<file path="src/rtl/demux_1_4_buf.sv">
// 1-to-4 demultiplexer with a one-entry valid/ready holding register per channel.
// The channel comes from s, or from a round-robin pointer that only advances on accept.
module demux_1_4_buf #(
  parameter int WIDTH = 4,
  parameter int CNT_W = 8
) (
  input  logic               clk,
  input  logic               rst_n,
  input  logic [WIDTH-1:0]   in_data,
  input  logic               in_valid,
  output logic               in_ready,
  input  logic               mode_rr,
  input  logic [1:0]         s,
  output logic [4*WIDTH-1:0] out_data,
  output logic [3:0]         out_valid,
  input  logic [3:0]         out_ready,
  output logic [1:0]         rr_slot,
  output logic [CNT_W-1:0]   xfer_cnt
);

  logic [4*WIDTH-1:0] data_q, data_d;
  logic [3:0]         valid_q, valid_d;
  logic [1:0]         rr_q, rr_d;
  logic [CNT_W-1:0]   cnt_q, cnt_d;
  logic [1:0]         target;
  logic               accept;

  assign target   = mode_rr ? rr_q : s;
  // A full channel still accepts when its consumer drains it on the same edge.
  assign in_ready = rst_n & (~valid_q[target] | out_ready[target]);
  assign accept   = in_valid & in_ready;

  always_comb begin
    data_d  = data_q;
    valid_d = valid_q & ~out_ready;
    rr_d    = rr_q;
    cnt_d   = cnt_q;
    if (accept) begin
      for (int i = 0; i < 4; i++) begin
        if (target == 2'(i)) begin
          data_d[i*WIDTH +: WIDTH] = in_data;
          valid_d[i]               = 1'b1;
        end
      end
      cnt_d = cnt_q + CNT_W'(1);
      if (mode_rr) begin
        rr_d = rr_q + 2'd1;
      end
    end
  end

  always_ff @(posedge clk or negedge rst_n) begin
    if (!rst_n) begin
      data_q  <= '0;
      valid_q <= '0;
      rr_q    <= '0;
      cnt_q   <= '0;
    end else begin
      data_q  <= data_d;
      valid_q <= valid_d;
      rr_q    <= rr_d;
      cnt_q   <= cnt_d;
    end
  end

  assign out_data  = data_q;
  assign out_valid = valid_q;
  assign rr_slot   = rr_q;
  assign xfer_cnt  = cnt_q;

endmodule

</file>
<file path="config.mk">
export PLATFORM = sky130hd
export DESIGN_NAME = demux_1_4_buf
export DESIGN_NICKNAME = d
export VERILOG_FILES = /design/src/rtl/demux_1_4_buf.sv
export SDC_FILE = /design/constraint.sdc
export NUM_CORES = 1
export LEC_CHECK = 0
export ABC_AREA = 1
export CAP_MARGIN = 10
export CORE_MARGIN = 10
export CORE_UTILIZATION = 50
export CTS_CLUSTER_SIZE = 12
export DETAILED_ROUTE_END_ITERATION = 10
export PLACE_DENSITY = 0.94
export SYNTH_ARGS = -nofsm -noshare
export SYNTH_HDL_FRONTEND = slang
export SYNTH_SLANG_ARGS = --single-unit
</file>
<file path="constraint.sdc">
create_clock -name clk -period 4.1 [get_ports clk]
set_clock_uncertainty 0.1 [all_clocks]
set_input_delay 1.025 -clock clk [delete_from_list [all_inputs] [get_ports clk]]
set_output_delay 1.025 -clock clk [all_outputs]
set_load 0.03 [all_outputs]
</file>
==> impl_results.md, run 1 <==
- Hold Crit Class: flip-flop to flip-flop
- Net Count, Synth: just under 200
- Vias per cell: roughly 5.4
- Share of layout cells above drive strength 1: 0.0873
- Root buffer cell: clkbuf_4
- CTS resizes: 0
- Slowest-stage cell, CP: clkdlybuf4s50_1
- GRT Residual Overflow: 0
- Gate power share: 0.510
- Vias in the first global route: between 1000 and 1500
- Most common cell after layout, fill and taps aside: nand2_1
- CTS Hold Bufs: 0
- DR DRC count: 0
- FMAX: approximately 0.27 GHz
- Buf/Inv on CP: 3
- Setup violations, final: 0
- Critical path arrival: 2510 ps
- Die X: about 75 µm
- Vias: roughly 1400
- Internal: 0.000767 W
- Drt total wl: just under 4000 µm
- Gr usage total: 0.152
- DR iter-0 viols: 131
- Worst setup EP type: primary output
- Sequential-to-total area share from yosys stat: 0.505
- Largest stage delay on the critical path: between 500 and 600 ps
- Sw Ratio: 0.445
- Largest net degree at the start of global routing: 36
- Total CTS buffers: 5
- Max Cap Viol: 0
- DRT Pass-1 Iters: 4
- Synthesis-to-layout area growth: 35.6%
- Yosys reg bits: 30
- Worst Hold Slack: ~390 ps
- Core area: 0.00281 mm²
- Critical path launch point type: input pin
- Mapped Cells: between 150 and 200
- Mean Syn Cell Area: 8.30 µm²
- Initial antenna violation count: 0
- Hold endpoint: out_data[1]
- Port Buf Inserts: 44
- Setup Buffers After CTS: 0
- Tcrit/Tclk final: 0.888
- Rel. slew slack: 0.725
- Maximum VDD drop: between 0.4 and 0.5 mV
- Clock power share: 0.135
- DR WL/cell: between 10 and 15 µm
- Slew Limit Fails: 0
- Post-DRT Antenna Nets: 0
- Top cell type's share of synthesized area: 0.505
- Vert. Die Dim: 74.5 µm
- Leakage: roughly 1.0 nW
- Slew @ Worst Pin: ~410 ps
- Worst reg-to-reg setup slack: 2170 ps
- CP startpoint: mode_rr
- Power share of the sequential group: 0.355
- First-pass GRT wire length: ~6600 µm
- Netlist cell types: 18
- Final #Nets: 243
- Power per Cell Area: between 600 and 700 mW/mm²
- Worst endpoint required time: 2970 ps
- Total negative slack: 0 ps
- Switch Pwr: 0.000616 W
- Critical R2R Capture: xfer_cnt[1]
- Rows: 19
- Largest delay share family, worst path: buffers and inverters
- Clock slew at reported path FFs: 90 ps
- GP Congestion: ~0.88
- Antenna diode count: 0
- Cell chain of the critical path: clkdlybuf4s50_1 > o21ai_1 > inv_2 > nand2_1 > nand2_2 > a21oi_4 > buf_4
- Worst Hold Launch: out_data[1]
- Initial Utilization: 0.529
- Synthesized area: 0.00149 mm²
- Outcome: finished, final reports clean
- Most frequent cells in the layout: nand2_1, clkdlybuf4s50_1, dfrtp_1
- R2R Path Start: rr_slot[0]
- Die Area: around 0.0056 mm²
- Top post-synthesis cells by area: dfrtp_1, nand2_1, nand4_1, nand3_1, inv_1
- Kind of critical path: input pin to primary output
- CTS Sinks: 30
- Fillers: roughly 220
- Worst r2r path cells: 12
- RSZ-0062 raised after global routing: no
- Clock buffer depth: 2
- DP HPWL: approximately 3000 µm
- Post-synth top area cell: dfrtp_1
- Final Hold Vio Count: 0
- Post-layout min period: 3640 ps
- Clk Latency, worst-skew pair: roughly 320 ps
- Io pins: 45
- H-tree Lvls: 2
- Syn. warnings: 0
- WHS Path Cells: 2
- CTS tree: yes
- CP Max Fanout: 7
## registers in the layout (all words and copies together), names as in the netlist
signal	flops
out_data	16
rr_slot	2
out_valid	4
xfer_cnt	8
## cell type report
type	instances	area, µm²	area share
flip-flops and latches	30	751	0.373
multi-input cells	132	656	0.325
repair buffers	47	460	0.229
clock buffers	6	51.3	0.0255
inverters	12	45.0	0.0224
well taps	31	38.8	0.0193
clock inverters	2	12.5	0.00621
## power by group through the flow
stage | registers, W | logic (W) | clock network [W]
global placement | 0.000493 | 0.000698 | 0
floorplan | 0.000706 | 0.000191 | 0
global route | 0.000509 | 0.000759 | 0.000205
CTS | 0.000491 | 0.000713 | 0.000192
detailed placement | 0.000495 | 0.000711 | 0
finish | 0.000490 | 0.000705 | 0.000187
## metrics by stage
stage	area [µm²]	power, W	utilization	instances	setup slack (ps)
2_1_floorplan	1490	0.000897	-	179	983
3_3_place_gp	1950	0.00119	0.695	252	519
3_5_place_dp	1950	0.00121	0.695	252	483
4_1_cts	2010	0.00140	0.718	260	474
5_1_grt	2010	0.00147	0.718	260	342
6_report	2010	0.00138	0.718	260	461
## tightest hold or removal path, delay by kind of cell, from the launching register on
kind	cells	cell delay (ps)
DFF	1	350
and+or+nand+nor	2	120
## cell families after synthesis
logic type / Yosys count / share of synthesized area
AND/OR/NAND/NOR: 118 / 0.364
flip-flops: 30 / 0.505
XOR/XNOR: 7 / 0.0413
adder cells (fa/ha/maj): 1 / 0.00842
buffers and inverters: 17 / 0.0531
AO/OA/AOI/OAI: 6 / 0.0278
## routing by layer
| layer | routed length (µm) | GRT usage |
|---|---|---|
| met4 | 62 | 0.0609 |
| met5 | 0 | 0 |
| met3 | 385 | 0.0572 |
| met1 | 1580 | 0.184 |
| met2 | 1860 | 0.240 |
## how the worst max path moves through the flow
stage | cells past startpoint | to | slack, ps
2_1_floorplan | 7 | in_ready | 980
4_1_cts | 7 | in_ready | 470
6_report | 7 | in_ready | 460
3_3_place_gp | 7 | in_ready | 520
3_5_place_dp | 7 | in_ready | 480
5_1_grt | 7 | in_ready | 340
## synthesized netlist by cell type
master and n:
a21oi_4 1, buf_6 2, clkbuf_1 3, dfrtp_1 30, ha_1 1, inv_1 10
inv_2 2, nand2_1 70, nand2_2 4, nand2_4 1, nand3_1 15, nand3b_1 1
nand4_1 23, nor2_1 4, o21ai_0 4, o21ai_1 1, xnor2_1 3, xor2_1 4
Power figures use the tool's default switching activity.
==> run 2: changes to the inputs <==
SKIP_CTS_REPAIR_TIMING = 1   (was default)
==> results of run 2 <==
Final layout, timing and power as in run 1 (identical DEF).
